<file path="src/rtl/prime_pkg.sv">
// Shared types for the prime generator datapath.
// FIFO word layout and gap field limits.
package prime_pkg;

  localparam int PRIME_W     = 32;
  localparam int PRIME_GAP_W = 16;

  localparam logic [PRIME_GAP_W-1:0] PRIME_GAP_MAX = '1;

  typedef struct packed {
    logic [PRIME_W-1:0]     prime;
    logic [PRIME_GAP_W-1:0] gap;
    logic                   twin;
    logic                   restart;
  } prime_entry_t;

endpackage

</file>
<file path="src/rtl/prime_sync_fifo.sv">
// Single-clock first-word-fall-through FIFO of prime entries.
// Count-based full/empty; push while full is accepted only with a pop.
module prime_sync_fifo
  import prime_pkg::*;
#(
  parameter int DEPTH = 8,
  localparam int AW = $clog2(DEPTH),
  localparam int CW = AW + 1
) (
  input  logic         clk,
  input  logic         rst_n,
  input  logic         clear,
  input  logic         push,
  input  prime_entry_t wdata,
  input  logic         pop,
  output prime_entry_t rdata,
  output logic         full,
  output logic         empty,
  output logic [CW-1:0] count
);

  prime_entry_t  r_mem [DEPTH];
  logic [AW-1:0] r_wr;
  logic [AW-1:0] r_rd;
  logic [CW-1:0] r_count;

  logic w_full;
  logic w_empty;
  logic w_pop;
  logic w_push;

  assign w_full  = (r_count == CW'(DEPTH));
  assign w_empty = (r_count == '0);
  assign w_pop   = pop && !w_empty;
  assign w_push  = push && (!w_full || w_pop);

  assign full  = w_full;
  assign empty = w_empty;
  assign count = r_count;
  assign rdata = w_empty ? '0 : r_mem[r_rd];

  // Pointer and occupancy bookkeeping; clear wins over push/pop.
  always_ff @(posedge clk or negedge rst_n) begin
    if (!rst_n) begin
      r_wr    <= '0;
      r_rd    <= '0;
      r_count <= '0;
    end else if (clear) begin
      r_wr    <= '0;
      r_rd    <= '0;
      r_count <= '0;
    end else begin
      if (w_push) r_wr <= r_wr + AW'(1);
      if (w_pop)  r_rd <= r_rd + AW'(1);
      if (w_push && !w_pop)
        r_count <= r_count + CW'(1);
      else if (w_pop && !w_push)
        r_count <= r_count - CW'(1);
    end
  end

  // Storage array; contents need no reset since reads are gated by empty.
  always_ff @(posedge clk) begin
    if (w_push && !clear) r_mem[r_wr] <= wdata;
  end

endmodule

</file>
<file path="src/rtl/prime_gap_buffer.sv">
// Detects new primes from the generator, computes gap/twin/restart,
// and queues results for a valid/ready consumer.
module prime_gap_buffer
  import prime_pkg::*;
#(
  parameter int DATA_W = 32,
  parameter int GAP_W  = 16,
  parameter int DEPTH  = 8,
  localparam int CW = $clog2(DEPTH) + 1
) (
  input  logic              clk,
  input  logic              reset,
  input  logic              clear,
  input  logic [DATA_W-1:0] prime_in,
  output logic              out_valid,
  input  logic              out_ready,
  output logic [DATA_W-1:0] out_prime,
  output logic [GAP_W-1:0]  out_gap,
  output logic              out_twin,
  output logic              out_restart,
  output logic [CW-1:0]     count,
  output logic              overflow
);

  localparam logic [GAP_W-1:0]  GAP_SAT = '1;
  localparam logic [DATA_W-1:0] GAP_CAP = DATA_W'(GAP_SAT);

  logic [DATA_W-1:0] r_last;
  logic              r_overflow;

  logic              w_event;
  logic              w_restart;
  logic [DATA_W-1:0] w_diff;
  logic [GAP_W-1:0]  w_gap;
  logic              w_twin;
  prime_entry_t      w_entry;
  prime_entry_t      w_head;
  logic              w_full;
  logic              w_empty;

  assign w_event = !clear
                && (prime_in != '0)
                && (prime_in != r_last);

  assign w_restart = (r_last != '0)
                  && (prime_in < r_last);

  assign w_diff = prime_in - r_last;

  // Gap is zero for the first prime or a restart, else saturated diff.
  always_comb begin
    w_gap = '0;
    if ((r_last != '0) && !w_restart) begin
      if (w_diff > GAP_CAP) w_gap = GAP_SAT;
      else                  w_gap = w_diff[GAP_W-1:0];
    end
  end

  assign w_twin = (w_gap == GAP_W'(2));

  // Pack the new-prime result into the shared FIFO word.
  always_comb begin
    w_entry         = '0;
    w_entry.prime   = PRIME_W'(prime_in);
    w_entry.gap     = PRIME_GAP_W'(w_gap);
    w_entry.twin    = w_twin;
    w_entry.restart = w_restart;
  end

  prime_sync_fifo #(
    .DEPTH (DEPTH)
  ) u_fifo (
    .clk   (clk),
    .rst_n (reset),
    .clear (clear),
    .push  (w_event),
    .wdata (w_entry),
    .pop   (out_ready),
    .rdata (w_head),
    .full  (w_full),
    .empty (w_empty),
    .count (count)
  );

  assign out_valid   = !w_empty;
  assign out_prime   = w_head.prime[DATA_W-1:0];
  assign out_gap     = w_head.gap[GAP_W-1:0];
  assign out_twin    = w_head.twin;
  assign out_restart = w_head.restart;
  assign overflow    = r_overflow;

  // Track the last prime seen, even when its entry is dropped.
  always_ff @(posedge clk or negedge reset) begin
    if (!reset)       r_last <= '0;
    else if (clear)   r_last <= '0;
    else if (w_event) r_last <= prime_in;
  end

  // Sticky drop flag: event while full with no pop to make room.
  always_ff @(posedge clk or negedge reset) begin
    if (!reset)
      r_overflow <= 1'b0;
    else if (clear)
      r_overflow <= 1'b0;
    else if (w_event && w_full && !out_ready)
      r_overflow <= 1'b1;
  end

endmodule
</file>
<file path="config.mk">
export PLATFORM = sky130hd
export DESIGN_NAME = prime_gap_buffer
export DESIGN_NICKNAME = d
export VERILOG_FILES = /design/src/rtl/prime_pkg.sv /design/src/rtl/prime_sync_fifo.sv /design/src/rtl/prime_gap_buffer.sv
export SDC_FILE = /design/constraint.sdc
export NUM_CORES = 1
export LEC_CHECK = 0
export CAP_MARGIN = 20
export CORE_AREA = 8 8 188 208
export DETAILED_ROUTE_END_ITERATION = 6
export DIE_AREA = 0 0 196 216
export PLACE_DENSITY = 0.73
export SKIP_CTS_REPAIR_TIMING = 1
export SYNTH_ARGS = -nofsm -noshare
export SYNTH_HDL_FRONTEND = slang
export SYNTH_SLANG_ARGS = --single-unit
export TNS_END_PERCENT = 1
</file>
<file path="constraint.sdc">
create_clock -name clk -period 7.6 [get_ports clk]
set_input_delay 2.28 -clock clk [delete_from_list [all_inputs] [get_ports clk]]
set_output_delay 2.28 -clock clk [all_outputs]
set_load 0.1 [all_outputs]
</file>
# After elaboration in Yosys (flattened, before gate mapping)
# Memories as Yosys holds them, arrays and structs flattened.
# Cells that the tools add are included.
# totals
input_bits	36
ff_bits	43
mem_count	1
wordCells	59
out_inout_bits	56
mem_bits_rw	400
latch_bits	0
mem_bits_ro	0
# mem_list
name	words	word_bits	read_ports	rd_ports_with_merged_regs	write_ports	line	text
u_fifo.r_mem	8	50	1	0	1	prime_sync_fifo.sv:22	prime_entry_t r_mem [DEPTH];
# classes
n_lt_le_gt_ge	2
div_mod_pow	0
mux	16
bitwise_logic	0
shifts	0
n_eq_ne	3
n_reduce_logical	27
n_addsub	5
n_mul	0
# ops
op	n
2-to-1 mux 32 bit	2
nonzero test 32 bit	2
2-to-1 mux 50 bit	1
greater-than comparator 32 x 16 -> 1 bit, second input constant	1
less-than comparator 32 bit	1
2-to-1 mux 16 bit	2
!= test 32 bit	1
subtractor 32 bit	1
equality test 16 x 2 -> 1 bit, second input constant	1
2-to-1 mux 3 bit	4
2-to-1 mux 4 bit	3
logical AND 1 bit	11
nonzero test 2 bit	4
logical NOT 1 bit	7
adder 3 x 1 -> 3 bit, second input constant	2
adder 4 x 1 -> 4 bit, second input constant	1
equality test 4 bit, second input constant	1
logical NOT 4 bit	1
2-to-1 mux 1 bit	4
subtractor 4 x 1 -> 4 bit, second input constant	1
nonzero test 3 bit	1
logical OR 1 bit	1

# Logic depth before layout (Yosys ltp)
# Gate-level depths: netlist (run 1).
# logic_depth
ltp_word	10
ltp_mapped	17
depth_no_buf	15

# By module
# Synthesis (run 1) repeated with hierarchy kept, for this count alone.
# hier_totals
hier_cells	1262
area_unflattened_um2	20029.2
# by_module_without_submodules
module	area_per_inst_um2	cells_per_inst	seq_area_each_um2	instances
prime_sync_fifo	15877.7	718	12261.8	1
prime_gap_buffer	4151.5	544	825.8	1

# Worst setup path before layout (run 1)
# Ideal clock, no wire load.
# synth_timing
path_kind	input port to flip-flop
startpoint	in prime_in[15]
endpoint	mem u_fifo.r_mem[2][0] (netlist name) (enable)
arrival_ps	7549
path_buffers	2
t_required_ps	7070
path_stages	9
setup_time_ps	530
slack_ps	-479
path_cell_list	ha_1 > clkbuf_1 > and3_1 > nand4_1 > nor2_1 > a41o_1 > clkbuf_1 > or3_1 > nor3b_1
# synth_via
elab_chain_cells	7
word_cells_on_any_way	8
cone_classes	1 x eq/ne; 2 x mux; 5 x reduce/logical
# synth_rtl
item	line	text
start: declaration	prime_gap_buffer.sv:14	input logic [DATA_W-1:0] prime_in,
nonzero test 32 bit	prime_gap_buffer.sv:42	&& (prime_in != '0)
logical AND 1 bit	prime_gap_buffer.sv:42	
logical AND 1 bit *	prime_gap_buffer.sv:43	&& (prime_in != r_last);
logical AND 1 bit *	prime_sync_fifo.sv:35	assign w_push = push && (!w_full || w_pop);
logical AND 1 bit *	prime_sync_fifo.sv:64	if (w_push && !clear) r_mem[r_wr] <= wdata;
2-to-1 mux 1 bit *	prime_sync_fifo.sv:64	
2-to-1 mux 1 bit (implied by the code) *	prime_sync_fifo.sv:64	
end: declaration	prime_sync_fifo.sv:22	
# Mark *: on every way between the ends. The rest lies on a longest branch, timed or not.

# Worst setup path after layout (run 1)
# layout_timing
startpoint	in prime_in[18]
endpoint	reg u_fifo.r_count[3] (netlist: u_fifo.count[3])
# layout_via
elab_chain_cells	7
word_cells_on_any_way	11
cone_classes	1 x eq/ne; 2 x mux; 8 x reduce/logical
# layout_rtl
item	line	text
nonzero test 32 bit	prime_gap_buffer.sv:42	
logical AND 1 bit	prime_gap_buffer.sv:42	
logical AND 1 bit *	prime_gap_buffer.sv:43	
logical AND 1 bit *	prime_sync_fifo.sv:35	
logical AND 1 bit or logical NOT 1 bit (tied branches)	prime_sync_fifo.sv:55, prime_sync_fifo.sv:57	
2-to-1 mux 4 bit or logical AND 1 bit (tied branches)	prime_sync_fifo.sv:55, prime_sync_fifo.sv:57	
2-to-1 mux 4 bit or nonzero test 3 bit (tied branches)	--	
end signal: assignment	prime_sync_fifo.sv:56	r_count <= r_count + CW'(1);
end signal: assignment	prime_sync_fifo.sv:58	r_count <= r_count - CW'(1);
end: declaration	prime_sync_fifo.sv:25	logic [CW-1:0] r_count;
# Marked as above.
# A chain may end at the register's enable or synchronous reset.

==> results of run 1 <==
-- cells by family (layout without fill, tap and decap cells) --
kind of cell / Yosys count / in the layout / share of synthesized area [%]
DFF: 443 / 443 / 67.5
xor gates and xnor gates: 25 / 25 / 1.13
adders and majority gates: 38 / 38 / 2.53
muxes: 155 / 155 / 14.5
AOI/OAI and AO/OA: 183 / 183 / 6.22
and+or+nand+nor: 248 / 248 / 6.02
buffers and inverters: 105 / 245 / 2.11
-- sequential cells by signal, summed over array words and instances, names as in the netlist --
| signal | flops |
|---|---|
| u_fifo.r_wr | 3 |
| u_fifo.r_mem | 400 |
| r_last | 32 |
| overflow | 1 |
| u_fifo.r_rd | 3 |
| u_fifo.count | 4 |
-- through the flow --
step | cell area (sq um) | util, % | power [mW] | cells | setup slack (ns)
final | 22500 | 63.1 | 8.10 | 1787 | 1.51
after global routing | 22500 | 63.1 | 8.39 | 1787 | 1.10
after CTS | 22400 | 63.0 | 8.18 | 1786 | 1.50
after detailed placement | 21000 | 58.9 | 6.02 | 1706 | 0.969
after global placement | 21000 | 58.9 | 6.00 | 1706 | 1.04
after floorplan | 19400 | - | 5.26 | 1197 | -0.477
-- cells in the final DEF, fill, tap and decap left out, types with 3 or more instances in the layout --
cell / count
nand4_1: 20
a211oi_1: 3
o21ai_0: 36
a21oi_1: 47
mux2i_1: 54
nor3_1: 14
ha_1: 36
o21bai_1: 4
o31ai_1: 34
clkdlybuf4s50_1: 89
nor2_1: 77
bufinv_16: 4
buf_4: 31
edfxtp_1: 400
o221ai_1: 3
a21o_1: 10
xor2_1: 12
dfrtp_4: 3
nor3b_2: 3
o21a_1: 5
clkbuf_16: 44
and3_1: 3
inv_6: 4
nand2b_1: 4
dfrtp_1: 40
clkbuf_1: 10
clkbuf_8: 7
nor2b_1: 3
a31oi_1: 18
nor4_1: 17
mux4_2: 100
or3_1: 4
buf_12: 5
xnor2_1: 13
nor2_4: 3
clkinv_2: 7
nand2_1: 79
nand3_1: 9
inv_1: 38
-- worst paths after layout --
path | slack (ns) | from | depth (start not counted) | end
min in group asynchronous | 1.71 | reset | 1 | r_last[30]$_DFFE_PN0P_
hold / removal | 0.51 | overflow$_DFFE_PN0P_ | 2 | overflow$_DFFE_PN0P_
setup reg to reg | 3.49 | r_last[19]$_DFFE_PN0P_ | 14 | u_fifo.count[3]$_DFFE_PN0P_
setup / recovery | 1.51 | prime_in[18] | 14 | u_fifo.count[3]$_DFFE_PN0P_
max in group asynchronous | 5.36 | reset | 2 | r_last[11]$_DFFE_PN0P_
hold reg to reg | 0.51 | overflow$_DFFE_PN0P_ | 2 | overflow$_DFFE_PN0P_
-- per-layer routing --
layer / part of all wire, % / global-route usage (%) / vias to the layer above
met5: 0 / 0 / -
met4: 2.9 / 7.38 / 0
met3: 5.3 / 3.05 / 79
met2: 52 / 36.3 / 379
met1: 40 / 26.5 / 5659
li1: - / - / 4957
-- final cells by class --
cell class / instances / area [sq um]
clock inverters: 19 / 223
multi-input cells: 649 / 5970
fillers: 2520 / 13200
inverters: 38 / 143
repair buffers: 127 / 1230
clock buffers: 61 / 1230
well taps: 450 / 563
flip-flops and latches: 443 / 13100
-- worst max-delay path, cell delays in order --
cell and delay (ns):
clkdlybuf4s50_1 0.63, ha_1 0.54, nand2_1 0.14, nor4_1 0.72
a41o_1 0.55, nor2_1 0.18, nand2_1 0.19, ha_1 0.26
a21o_1 0.18, a21oi_1 0.27, or3_1 0.15, a21oi_1 0.06
a211oi_1 0.24, o22ai_1 0.11
-- power groups by stage --
stage | Combinational (mW) | Sequential (mW) | Clock (mW)
global route | 3.18 | 2.93 | 2.28
finish | 3.03 | 2.92 | 2.16
floorplan | 2.31 | 2.94 | 0
global placement | 3.04 | 2.96 | 0
CTS | 3.07 | 2.92 | 2.20
detailed placement | 3.05 | 2.97 | 0
==> flow_metrics.tcl, run 1 <==
set metrics [dict create \
    ys_seq_area_share_pct 67.5 \
    clock_latency_ns 0.55 \
    core_area_sq_mm 0.0356 \
    setup_tns_ns 0 \
    worstPathArrival_ns 6.49 \
    cts.sinks 443 \
    yosys-top-cells-count "400 x edfxtp_1, 100 x mux4_2, 80 x nor2_1, 79 x nand2_1, 54 x mux2i_1" \
    io_pins 92 \
    drt_iter0_markers 862 \
    synth_cell_types 59 \
    setup_violations 0 \
    max_freq_ghz 0.164 \
    cp-start-kind "input port" \
    drive_gt1_share_pct 17.2 \
    switchingPower_mw 3.14 \
    ant_nets 0 \
    dr.pass1.iters 5 \
    nNetsFinal 1376 \
    p_leak_nw 7.40 \
    p_int_mw 4.96 \
    grt_max_degree 58 \
    fin_crit_sh_pct 80.1 \
    synthFlopType "edfxtp_1" \
    hold_viol_final 0 \
    finalWorstPathRequiredPeriod_ns 6.09 \
    yosysMostFrequentCell "edfxtp_1" \
    ys_top_cells_by_area "edfxtp_1 62%, mux4_2 12%, dfrtp_1 5.6%, mux2i_1 2.8%, ha_1 2.3%" \
    finClkSkew_ns 0.0161 \
    hp-class "flip-flop to flip-flop" \
    die_area_sq_mm 0.0423 \
    clk_pin_slew_ns 0.06 \
    finalMaxSlewViolations 0 \
    syn_area_per_cell_sq_um 16.2 \
    cts_tree "yes" \
    cp.required_ns 8.00 \
    clock_path_buffers 3 \
    numCtsBuffers 43 \
    synth_top_area_share_pct 62.0 \
    grt_pass1_vias 11600 \
    synth_edf_count 400 \
    htreeDepth 2 \
    rows 73 \
    critical_path_class "input port to flip-flop" \
    syn_inst 1197 \
    maxSlewHeadroom_pct 31.4 \
    yosysTopAreaCell "edfxtp_1" \
    cts_root_buf "clkbuf_16" \
    rsz0062_at_grt "false" \
    dp_hpwl_microns 26900 \
    fp.dieH_microns 216 \
    n_antenna_cell 0 \
    totalWireLength_microns 43800 \
    hold_slack_ns 0.515 \
    pwr_density_cell_mw_per_mm2 361 \
    switching_share_pct 38.7 \
    tightest_slew_ns 1.03 \
    seq_power_share_pct 36.0 \
    p_clk_share_pct 26.6 \
    drv_cap 0 \
    portBuffers 91 \
    syn_nets 1271 \
    yosys_register_bits 443 \
    initial_core_util_pct 54.4 \
    grt_use_total_pct 20.9 \
    grt_overflow 0 \
    ir_drop_mv 0.235 \
    vias 11100 \
    wl_per_cell_microns 24.5 \
    cp-end-kind "flip-flop" \
    avgViaCountPerCell 6.20 \
    dieWidth_microns 196 \
    area_growth_pct 15.9 \
    gp_congestion 0.938 \
    p_comb_share_pct 37.4 \
    drc 0 \
    antenna_found_initial 0 \
    async_flop_share_pct 9.71 \
    cp_max_fo 11 \
    synth_area_sq_mm 0.0194 \
    outcome "complete, no violations" \
    grt_pass1_wl_microns 68000 \
    yosys_warnings 0 \
]
Note: power is estimated with default switching activity, not from simulation.
==> run 2: changes to the inputs <==
Clock period 7.6 ns to 6.3 ns, I/O delays scaled along.
==> flow_metrics.tcl, run 2 (same netlist as run 1, synthesis figures left out) <==
set metrics [dict create \
    clock_path_buffers 3 \
    rr_worst_depth 12 \
    finClkSkew_ns 0.0126 \
    dr.pass1.iters 5 \
    drc 0 \
    cts_root_buf "clkbuf_16" \
    wl_per_cell_microns 24.2 \
    rows 73 \
    path_cells "buf_12 > mux4_2 > mux2i_1 > nor2_1 > clkdlybuf4s50_1" \
    cp.required_ns 4.41 \
    fp.dieH_microns 216 \
    critical_path_class "flip-flop to primary output" \
    portBuffers 91 \
    antenna_found_initial 1 \
    hold_depth 2 \
    numCtsBuffers 43 \
    initial_core_util_pct 54.4 \
    crit_family "buffers and inverters" \
    cp_slowest_cell "clkdlybuf4s50_1" \
    drt_iter0_markers 841 \
    cts.sinks 443 \
    vias 11100 \
    max_freq_ghz 0.184 \
    cts_tree "yes" \
    grt_pass1_wl_microns 67900 \
    grt_max_degree 55 \
    p_clk_share_pct 27.5 \
    htreeDepth 2 \
    pwr_density_cell_mw_per_mm2 437 \
    p_comb_share_pct 37.3 \
    maxSlewHeadroom_pct 31.4 \
    outcome "complete, no violations" \
    final_cell_mix "400 x edfxtp_1, 100 x mux4_2, 88 x clkdlybuf4s50_1" \
    max_stage_delay_ns 0.99 \
    grt_pass1_vias 11700 \
    io_pins 92 \
    rsz0062_at_grt "false" \
    fin_crit_sh_pct 86.2 \
    n_antenna_cell 0 \
    cp-start-kind "flip-flop" \
    clk_pin_slew_ns 0.06 \
    area_growth_pct 16.9 \
    setup_tns_ns 0 \
    power_mw 9.90 \
    crit_buf_inv 2 \
    cp.depth 5 \
    setup_violations 0 \
    fillCellCount 2481 \
    final_common_cell "edfxtp_1" \
    die_area_sq_mm 0.0423 \
    hold_viol_final 0 \
    avgViaCountPerCell 6.15 \
    hp-class "flip-flop to flip-flop" \
    largest_register "u_fifo.r_mem" \
    ant_nets 0 \
    ir_drop_mv 0.356 \
    totalWireLength_microns 43700 \
    switching_share_pct 38.0 \
    worst_slack_ns 0.867 \
    grt_use_total_pct 20.7 \
    dp_hpwl_microns 27900 \
    finalMaxSlewViolations 0 \
    switchingPower_mw 3.76 \
    clock_latency_ns 0.55 \
    cp_max_fo 36 \
    p_leak_nw 7.52 \
    grt_overflow 0 \
    finalWorstPathRequiredPeriod_ns 5.43 \
    dieWidth_microns 196 \
    drv_cap 0 \
    drive_gt1_share_pct 18.3 \
    cp-end-kind "primary output" \
    largest_register_ffs 400 \
    worstPathArrival_ns 3.54 \
    seq_power_share_pct 35.2 \
    p_int_mw 6.13 \
    core_area_sq_mm 0.0356 \
    tightest_slew_ns 1.03 \
    nNetsFinal 1394 \
    dp_slack_ns 0.369 \
    gp_congestion 0.948 \
]
## run 2: cell count changes in the layout (fill, tap and decap cells not counted), moves of 2 or more
cell       before  now
buf_4          31   49
clkbuf_8        7    5
bufinv_16       4    8
clkbuf_1       10    8
## run 2: worst reg2reg max path: stages, from the launching register on
cell	delay, ns
dfrtp_1	0.41
ha_1	0.22
fa_1	0.40
nand2b_1	0.18
a21oi_1	0.24
o21ai_0	0.19
a21oi_1	0.24
nor2_1	0.12
o41ai_1	0.39
o21ai_0	0.19
nor4_2	0.35
buf_4	0.31
a31oi_1	0.27
## run 2: cell type report
class	instances	area (sq um)	share of cell area [%]
inverter	38	143	0.629
tap	450	563	2.48
multi-input combinational	649	5960	26.3
timing repair buffer	145	1380	6.09
clock buffer	57	1200	5.30
clock inverter	21	313	1.38
sequential	443	13100	57.8
## run 2: stage by stage
step / area, sq um / util (%) / cells / hold slack (ns)
6_report: 22700 / 63.6 / 1803 / 0.560
5_1_grt: 22700 / 63.6 / 1803 / 0.570
4_1_cts: 22600 / 63.6 / 1802 / 0.562
3_5_place_dp: 21100 / 59.3 / 1724 / 0.544
3_3_place_gp: 21100 / 59.3 / 1723 / 0.498
2_1_floorplan: 19400 / - / 1197 / 0.504
## run 2: worst paths after layout
kind | startpoint | to | slack, ns
max in group asynchronous | reset | r_last[2]$_DFFE_PN0P_ | 4.42
min reg2reg | r_last[30]$_DFFE_PN0P_ | r_last[30]$_DFFE_PN0P_ | 0.56
max | u_fifo.r_rd[0]$_DFFE_PN0P_ | out_gap[8] | 0.87
min | r_last[30]$_DFFE_PN0P_ | r_last[30]$_DFFE_PN0P_ | 0.56
min in group asynchronous | reset | r_last[25]$_DFFE_PN0P_ | 1.33
max reg2reg | r_last[0]$_DFFE_PN0P_ | u_fifo.r_mem[0][6]$_DFFE_PP_ | 2.47
## run 2: power groups by stage
| stage | combinational [mW] | clock, mW | sequential (mW) |
|---|---|---|---|
| 6_report | 3.69 | 2.72 | 3.48 |
| 5_1_grt | 3.87 | 2.88 | 3.50 |
| 4_1_cts | 3.73 | 2.77 | 3.49 |
| 3_5_place_dp | 3.72 | 0 | 3.55 |
| 3_3_place_gp | 3.70 | 0 | 3.54 |
| 2_1_floorplan | 2.79 | 0 | 3.55 |
## run 2: per-layer routing
metal	vias to the layer above	routed length (microns)	GRT usage [%]
li1	4998	-	-
met1	5655	17900	26.6
met2	360	22100	35.6
met3	79	2370	3.33
met4	2	1330	7.18
met5	-	13	0
